**config.mk**
```make
export PLATFORM = sky130hd
export DESIGN_NAME = nucleus_puzzle
export DESIGN_NICKNAME = d
export VERILOG_FILES = /design/src/rtl/nucleus_pkg.sv /design/src/rtl/nucleus_bit_chain.sv /design/src/rtl/nucleus_puzzle.sv
export SDC_FILE = /design/constraint.sdc
export NUM_CORES = 1
export LEC_CHECK = 0
export ABC_CLOCK_PERIOD_IN_PS = 1900
export CAP_MARGIN = 40
export CORE_MARGIN = 8
export CORE_UTILIZATION = 35
export CTS_CLUSTER_SIZE = 12
export DETAILED_ROUTE_END_ITERATION = 8
export HOLD_SLACK_MARGIN = 0.02
export SLEW_MARGIN = 30
export SYNTH_ARGS = -nofsm -noshare
export SYNTH_HDL_FRONTEND = slang
export SYNTH_SLANG_ARGS = --single-unit
```
**constraint.sdc**
```tcl
create_clock -name clk -period 1.9 [get_ports clk]
set_clock_uncertainty 0.1 [all_clocks]
set_input_delay 0.19 -clock clk [delete_from_list [all_inputs] [get_ports clk]]
set_output_delay 0.19 -clock clk [all_outputs]
set_load 0.05 [all_outputs]
```
**src/rtl/nucleus_pkg.sv**
```systemverilog
// Shared types and default constants for the Nucleus marble puzzle.
package nucleus_pkg;

  typedef enum logic [2:0] {
    S_IDLE,
    S_RELEASE,
    S_FALL,
    S_LAND,
    S_DONE
  } state_t;

  localparam logic BLUE = 1'b1;
  localparam logic RED  = 1'b0;

  localparam int DEF_BITS       = 3;
  localparam int DEF_BLUE_BALLS = 10;
  localparam int DEF_RED_BALLS  = 10;
  localparam int DEF_TRAY_W     = 20;

endpackage

```
**src/rtl/nucleus_bit_chain.sv**
```systemverilog
// Chain of bit flip-flops the ball ripples through; bit 0 is hit first.
module nucleus_bit_chain #(
  parameter int BITS = 3,
  parameter int PW   = 2
) (
  input  logic          clk,
  input  logic          rst,
  input  logic          toggle,
  input  logic [PW-1:0] pos,
  output logic          old_bit,
  output logic          last
);

  logic [BITS-1:0] bits;

  // Value before this cycle's toggle decides whether the ball exits or ripples on.
  assign old_bit = bits[pos];
  assign last    = (pos == PW'(BITS - 1));

  always_ff @(posedge clk or posedge rst) begin
    if (rst) begin
      bits <= '0;
    end else if (toggle) begin
      bits[pos] <= ~bits[pos];
    end
  end

endmodule

```
**src/rtl/nucleus_puzzle.sv**
```systemverilog
// Nucleus puzzle top: run FSM, blue/red reservoirs and the collection tray.
module nucleus_puzzle
  import nucleus_pkg::*;
#(
  parameter int BITS       = DEF_BITS,
  parameter int BLUE_BALLS = DEF_BLUE_BALLS,
  parameter int RED_BALLS  = DEF_RED_BALLS,
  parameter int TRAY_W     = DEF_TRAY_W
) (
  input  logic              clk,
  input  logic              rst,
  input  logic              start,
  output logic              stopped,
  output logic [TRAY_W-1:0] tray,
  output logic [4:0]        tray_size
);

  localparam int PW   = (BITS > 1) ? $clog2(BITS) : 1;
  localparam int RMAX = (BLUE_BALLS > RED_BALLS) ? BLUE_BALLS : RED_BALLS;
  localparam int RW   = $clog2(RMAX + 2);
  localparam logic [4:0] TRAY_MAX  = 5'(TRAY_W);
  localparam logic [4:0] TRAY_LAST = 5'(TRAY_W - 1);

  state_t          state, state_d;
  logic            req_colour;
  logic            colour;
  logic [PW-1:0]   pos;
  logic [RW-1:0]   blue_left, red_left;

  logic req_empty;
  logic chain_toggle, old_bit, last_bit;
  logic req_first, load_ball, advance, do_land;

  assign req_empty = (req_colour == BLUE) ? (blue_left == '0) : (red_left == '0);

  nucleus_bit_chain #(
    .BITS (BITS),
    .PW   (PW)
  ) u_chain (
    .clk     (clk),
    .rst     (rst),
    .toggle  (chain_toggle),
    .pos     (pos),
    .old_bit (old_bit),
    .last    (last_bit)
  );

  always_comb begin
    state_d      = state;
    chain_toggle = 1'b0;
    req_first    = 1'b0;
    load_ball    = 1'b0;
    advance      = 1'b0;
    do_land      = 1'b0;
    case (state)
      S_IDLE: begin
        if (start) begin
          req_first = 1'b1;
          state_d   = S_RELEASE;
        end
      end
      S_RELEASE: begin
        if (req_empty) begin
          state_d = S_DONE;
        end else begin
          load_ball = 1'b1;
          state_d   = S_FALL;
        end
      end
      S_FALL: begin
        chain_toggle = 1'b1;
        if (!old_bit)      state_d = S_LAND;
        else if (last_bit) state_d = S_DONE;  // carry-out: interceptor swallows the ball
        else               advance = 1'b1;
      end
      S_LAND: begin
        do_land = 1'b1;
        state_d = (tray_size == TRAY_LAST) ? S_DONE : S_RELEASE;
      end
      S_DONE: state_d = S_DONE;
      default: state_d = S_IDLE;
    endcase
  end

  always_ff @(posedge clk or posedge rst) begin
    if (rst) state <= S_IDLE;
    else     state <= state_d;
  end

  always_ff @(posedge clk or posedge rst) begin
    if (rst) begin
      req_colour <= BLUE;
      colour     <= BLUE;
      pos        <= '0;
      blue_left  <= RW'(BLUE_BALLS);
      red_left   <= RW'(RED_BALLS);
      tray       <= '0;
      tray_size  <= '0;
      stopped    <= 1'b0;
    end else begin
      if (req_first) req_colour <= BLUE;
      if (load_ball) begin
        colour <= req_colour;
        pos    <= '0;
        if (req_colour == BLUE) blue_left <= blue_left - RW'(1);
        else                    red_left  <= red_left - RW'(1);
      end
      if (advance) pos <= pos + PW'(1);
      if (do_land && (tray_size < TRAY_MAX)) begin
        tray[tray_size] <= colour;
        tray_size       <= tray_size + 5'd1;
        // Even exit position requests blue next, odd requests red.
        req_colour      <= pos[0] ? RED : BLUE;
      end
      if (state_d == S_DONE) stopped <= 1'b1;
    end
  end

endmodule

```
Word level (Yosys, flattened, before mapping)
Cells that the tools add are included.

Register bits after elaboration: 44. Bits of input ports: 3. Output and inout port bits: 26.

$add $sub $neg: 4. $lt $le $gt $ge: 5. Equal/unequal tests: 7. Multiplexer cells: 29. Bitwise gates (word level): 2. Reduce and logical (&&, ||, !) cells: 10.

Operator list (count): bitwise mux 20 bit (1); 2-to-1 mux 1 bit (16); 2-to-1 mux 3 bit (5); case mux 3 bit (5 select lines) (1); logical NOT 4 bit (2); subtractor 4 x 1 -> 4 bit, second input constant (2); == test 3 x 2 -> 1 bit, second input constant (2); == test 3 bit, second input constant (2); < comparator 5 x 6 -> 1 bit, second input constant (1); adder 5 x 1 -> 5 bit, second input constant (1); demux 1 bit (select 5 bit) (1); == test 5 bit, second input constant (1); >= comparator 5 x 1 -> 1 bit, second input constant (1); < comparator 5 bit, second input constant (1); 2-to-1 mux 2 bit (2); AND reduction 2 bit (2); nonzero test 2 bit (2); bitwise mux 3 bit (1); == test 3 x 1 -> 1 bit, second input constant (1); logical AND 1 bit (3); logical NOT 3 bit (1); < comparator 2 x 3 -> 1 bit, second input constant (1); adder 2 x 1 -> 2 bit, second input constant (1); binary-select mux 1 bit (select 2 bit) (1); 4 further kinds (5).

Longest topological paths before layout
Depth after elaboration: 6. Gate-level depth with buffers: 7. Gate-level depth less buffers: 6.

Hierarchy
From an unflattened synthesis, not the netlist that was laid out.

Cell total of the unflattened synthesis: 180. Area, all modules: 2158.3 µm².

By module, submodules not included: nucleus_puzzle (instances 1, cells each 167, area each 2000.7 µm², sequential area each 1033.5 µm²); nucleus_bit_chain (instances 1, cells each 13, area each 157.7 µm², sequential area each 75.1 µm²).

Worst setup path after synthesis
Ideal clock, no wire load.

Path type: register to register. Start: reg tray_size[2]. End: reg tray[7]. Data arrival time: 1.770 ns. Data required time: 1.675 ns. Path slack: -0.094 ns. Stages on the path, launching flop included: 7. Clock period less this slack: 1.994 ns. Cells stage by stage: dfrtp_1 clkbuf_1 o21ai_0 and2_1 buf_2 nand3_1 mux2_2.

Cells in the longest elaborated chain, start to end: 5.

RTL lines: start, declared (RTL line nucleus_puzzle.sv:15) `output logic [4:0] tray_size`; start signal, assigned (RTL line nucleus_puzzle.sv:111) `tray_size <= tray_size + 5'd1;`; < comparator 5 x 6 -> 1 bit (implied by the code) or >= comparator 5 x 1 -> 1 bit (tied branches) (RTL line nucleus_puzzle.sv:110) `tray[tray_size] <= colour;`; logical AND 1 bit (implied by the code) (RTL line nucleus_puzzle.sv:110); 2-to-1 mux 1 bit (implied by the code) (RTL line nucleus_puzzle.sv:110); demux 1 bit (select 5 bit) (RTL line nucleus_puzzle.sv:110); bitwise mux 20 bit (RTL line nucleus_puzzle.sv:110); end signal, assigned by index (RTL line nucleus_puzzle.sv:110); end, declared (RTL line nucleus_puzzle.sv:14) `output logic [TRAY_W-1:0] tray,`.

Parallel ways exist; a longest one is shown, timed or not. A chain may end at the register's enable or synchronous reset.

Worst setup path in the final report
Start: reg red_left[1]. End: reg red_left[3].

Cells in the longest elaborated chain, start to end: 5.

RTL lines: start, declared (RTL line nucleus_puzzle.sv:28) `logic [RW-1:0] blue_left, red_left;`; start signal, assigned (RTL line nucleus_puzzle.sv:96) `red_left <= RW'(RED_BALLS);`; start signal, assigned (RTL line nucleus_puzzle.sv:106) `else red_left <= red_left - RW'(1);`; logical NOT 4 bit (RTL line nucleus_puzzle.sv:34) `assign req_empty = (req_colour == BLUE) ? (blue_left == '0) : (red_left == '0);`; 2-to-1 mux 1 bit (RTL line nucleus_puzzle.sv:34); 2-to-1 mux 1 bit (RTL line nucleus_puzzle.sv:63) `if (req_empty) begin`; 2-to-1 mux 1 bit (RTL line nucleus_puzzle.sv:55) `case (state)`; AND reduction 2 bit (no line).

Parallel ways exist; a longest one is shown, timed or not.

==> metrics.md <==
| Metric | Value |
|---|---|
| Commonest non-fill, non-tap cells in the layout | 37 x dfrtp_1, 28 x nand2_1, 23 x clkdlybuf4s50_1 |
| GPL Wtd Cong | between 0.8 and 0.9 |
| DP Area | 0.002545 mm2 |
| Nets | roughly 240 |
| Critical Path Start | red_left[1] |
| Worst path max stage delay | around 0.53 ns |
| Die ar. | roughly 0.0087 mm2 |
| H-tree depth | 2 |
| Worst-Margin Slew | 0.6215 ns |
| Fmax | about 550 MHz |
| Clock network fraction of total power | 0.138 |
| Port bufs | 28 |
| Worst reg2reg path startpoint | red_left[1] |
| Clk sink count | 44 |
| Cell taking the most area after synthesis | dfrtp_1 |
| Vias | 1415 |
| Synthesized flop and latch total | between 40 and 50 |
| Synth unique cells | 36 |
| Rows | 28 |
| Reg area | roughly 0.0011 mm2 |
| CP startpoint kind | register |
| DIE HEIGHT | 93.48 um |
| DRC Markers | 0 |
| CP max FO | 3 |
| N_diodes | 0 |
| Clock transition at the registers of the reported paths | 0.08 ns |
| Layout cell share with drive strength beyond 1 | 0.2500 |
| Antenna-violating nets left | 0 |
| Initial core utilization | 0.3591 |
| DRT Pass-1 Iters | 4 |
| Reg2reg end | red_left[3] |
| CP cell instances | inv_1, ha_1, nor4b_1, or3_4, nor4_4, xor2_1 |
| Worst R2R Path Depth | 6 |
| Cts bufs inserted | 5 |
| Status | completed |
| Data arrival time of the worst path | between 1.5 and 2 ns |
| Post-CTS setup buffers | 0 |
| # fillers | approximately 570 |
| Detail Placement HPWL | 3113 um |
| Final setup violation count | 0 |
| Antenna violations before repair | 0 |
| Tmin final | 1.807 ns |
| Synth warn | 0 |
| Crit share post-route | 0.9510 |
| Dominant cells by area after synthesis | dfrtp_1 45%, mux2_2 11%, dfstp_2 7.5%, ha_1 5.4%, nand2_1 5.0% |
| Mapped Area | between 0.002 and 0.0025 mm2 |
| VDD IR max | 0.7688 mV |
| Net Switching | around 0.0019 W |
| Final core occ | 0.4521 |
| Final wirelength | 4117 um |
| Clock root cell | clkbuf_8 |
| Endpoint class of the critical path | register |
| Die X-Extent | roughly 93 um |
| Multi-input logic area | 938.4 um2 |
| Hold crit path type | input port to async pin |
| Core Box Area | between 0.005 and 0.006 mm2 |
| Critical path depth | 6 |
| Global Route Usage Sum | 0.1002 |
| Top-Level Pins | 29 |
| Syn avg cell area | about 11 um2 |
| Switching Share | 0.4306 |
| P_leak | roughly 1.1 nW |
| Slowest CP cell | dfstp_2 |
| Register area share after synthesis | 0.5277 |
| Internal power | 0.002482 W |
| Top-area cell type share of the netlist area | 0.4527 |
| Syn Inst Count | roughly 190 |
| Comb pwr share | 0.477 |
| Fin. max-slew vios | 0 |
| Final Hold Viols | 0 |
| Via/cell ratio | between 4 and 5 |
| Global-route wire length before repair | about 7000 um |
| PD cells | 1648 mW/mm2 |
| Register share of total power | 0.385 |
| Finished Cell Area | between 0.002 and 0.003 mm2 |
| Final Power | approximately 0.0044 W |
| Final TNS setup | 0 ns |
| Max_slew headroom | 0.5831 |
| CP Capture Point | red_left[3] |
| P&R area growth vs syn | 25.91% |
| TritonCTS clock tree | yes |
| Top delay family on crit path | simple AND/OR/NAND/NOR gates |
| Vias in the first global route | around 1.5k |
| Wire length per cell | 13.59 um |
| R2R setup slack | about 0.093 ns |
| Commonest non-fill, non-tap cell in the layout | dfrtp_1 |
| Clk_lat worst skew | between 0.2 and 0.3 ns |
| WS Path Type | register to register |
| Max_cap viols | 0 |
| Iteration-0 DRC Markers | 50 |
| WP buf/inv | 1 |
| Worst Path Required | 2.02 ns |
| Synthesized net count | about 200 |
| GRT overflow | 0 |
| Pin count of the biggest net entering global routing | 22 |
| Clock buffer depth | 2 |
## final cells by class
type                            count  area share
Multi-Input combinational cell    127      0.3548
Timing Repair Buffer               39      0.1419
Clock buffer                        8     0.03406
Sequential cell                    44      0.4196
Inverter                           10     0.01419
Tap cell                           75     0.03548
## power by group through the flow
stage	registers [W]	clock network, W	logic (W)
2_1_floorplan	0.00217	0	0.000898
3_5_place_dp	0.00170	0	0.00209
3_3_place_gp	0.00170	0	0.00207
6_report	0.00168	0.000600	0.00208
5_1_grt	0.00174	0.000659	0.00226
4_1_cts	0.00168	0.000629	0.00210
## stage by stage
| stage | setup WS [ns] | instances | hold slack (ns) |
|---|---|---|---|
| final | 0.09319 | 303 | 0.1041 |
| after global routing | -0.01938 | 303 | 0.1186 |
| after CTS | 0.03642 | 303 | 0.1084 |
| after detailed placement | 0.07066 | 295 | 0.3700 |
| after global placement | 0.09057 | 295 | 0.3662 |
| after floorplan | 0.02836 | 187 | 0.3474 |
## worst register-to-register path: cells and delay by family, from the launching register on
family	cells	cell delay (ns)
adder cells (fa/ha/maj)	1	0.18
AND/OR/NAND/NOR	3	0.72
flip-flops	1	0.53
buffers and inverters	1	0.04
XOR/XNOR	1	0.17
## Yosys cell counts
library cell,n
a21o_2,1
a21oi_1,1
a221o_2,1
a31oi_1,1
and2_1,4
and3_1,1
and3b_2,1
buf_2,2
clkbuf_1,3
clkbuf_2,1
dfrtp_1,38
dfstp_2,6
ha_1,9
inv_1,10
mux2_2,21
mux2i_1,2
nand2_1,28
nand2b_1,1
nand3_1,6
nand3b_1,2
nand4_1,2
nand4bb_1,1
nor2_1,7
nor3_1,3
nor3b_1,6
nor4_1,1
nor4_4,1
nor4b_1,2
nor4bb_1,1
o21a_1,2
o21ai_0,10
or2_2,1
or3_1,1
or3b_1,1
xnor2_1,6
xor2_1,3
## cells by family (layout without fill, tap and decap cells)
kind of cell,count (synthesis),after routing,share of synthesized area
compound gates,16,16,0.04586
fa+ha+maj,9,9,0.05360
mux,23,23,0.1221
simple gates,70,70,0.1829
buf+inv,16,57,0.03037
xor+xnor,9,9,0.03752
flops,44,44,0.5277
## worst min-delay path by stage
| stage | to | from | slack [ns] | cells after the start |
|---|---|---|---|---|
| final | tray_size[4] | rst | 0.10 | 2 |
| after global routing | state[0] | rst | 0.12 | 2 |
| after CTS | state[0] | rst | 0.11 | 2 |
| after detailed placement | stopped | stopped | 0.37 | 2 |
| after global placement | stopped | stopped | 0.37 | 2 |
| after floorplan | blue_left[0] | rst | 0.35 | 1 |
## routing by layer
layer	share of wire	up-vias	global-route usage
met3	0.050	5	0.03446
met2	0.47	21	0.1610
met1	0.47	677	0.1196
li1	-	712	-
met4	0.011	0	0.04027
met5	0	-	0
## flip-flops by register name, summed over array words and instances, names as in the netlist
register      cells
blue_left         4
pos               2
state             3
tray_size         5
u_chain.bits      3
req_colour        1
stopped           1
tray             20
colour            1
red_left          4
## timing repair
item,in CTS,in global routing
hold buffers,0,0
hold endpoints to repair,0,0
gates resized for setup,0,2
endpoints found under the setup margin,0,5
(Power assumes the default switching activity.)
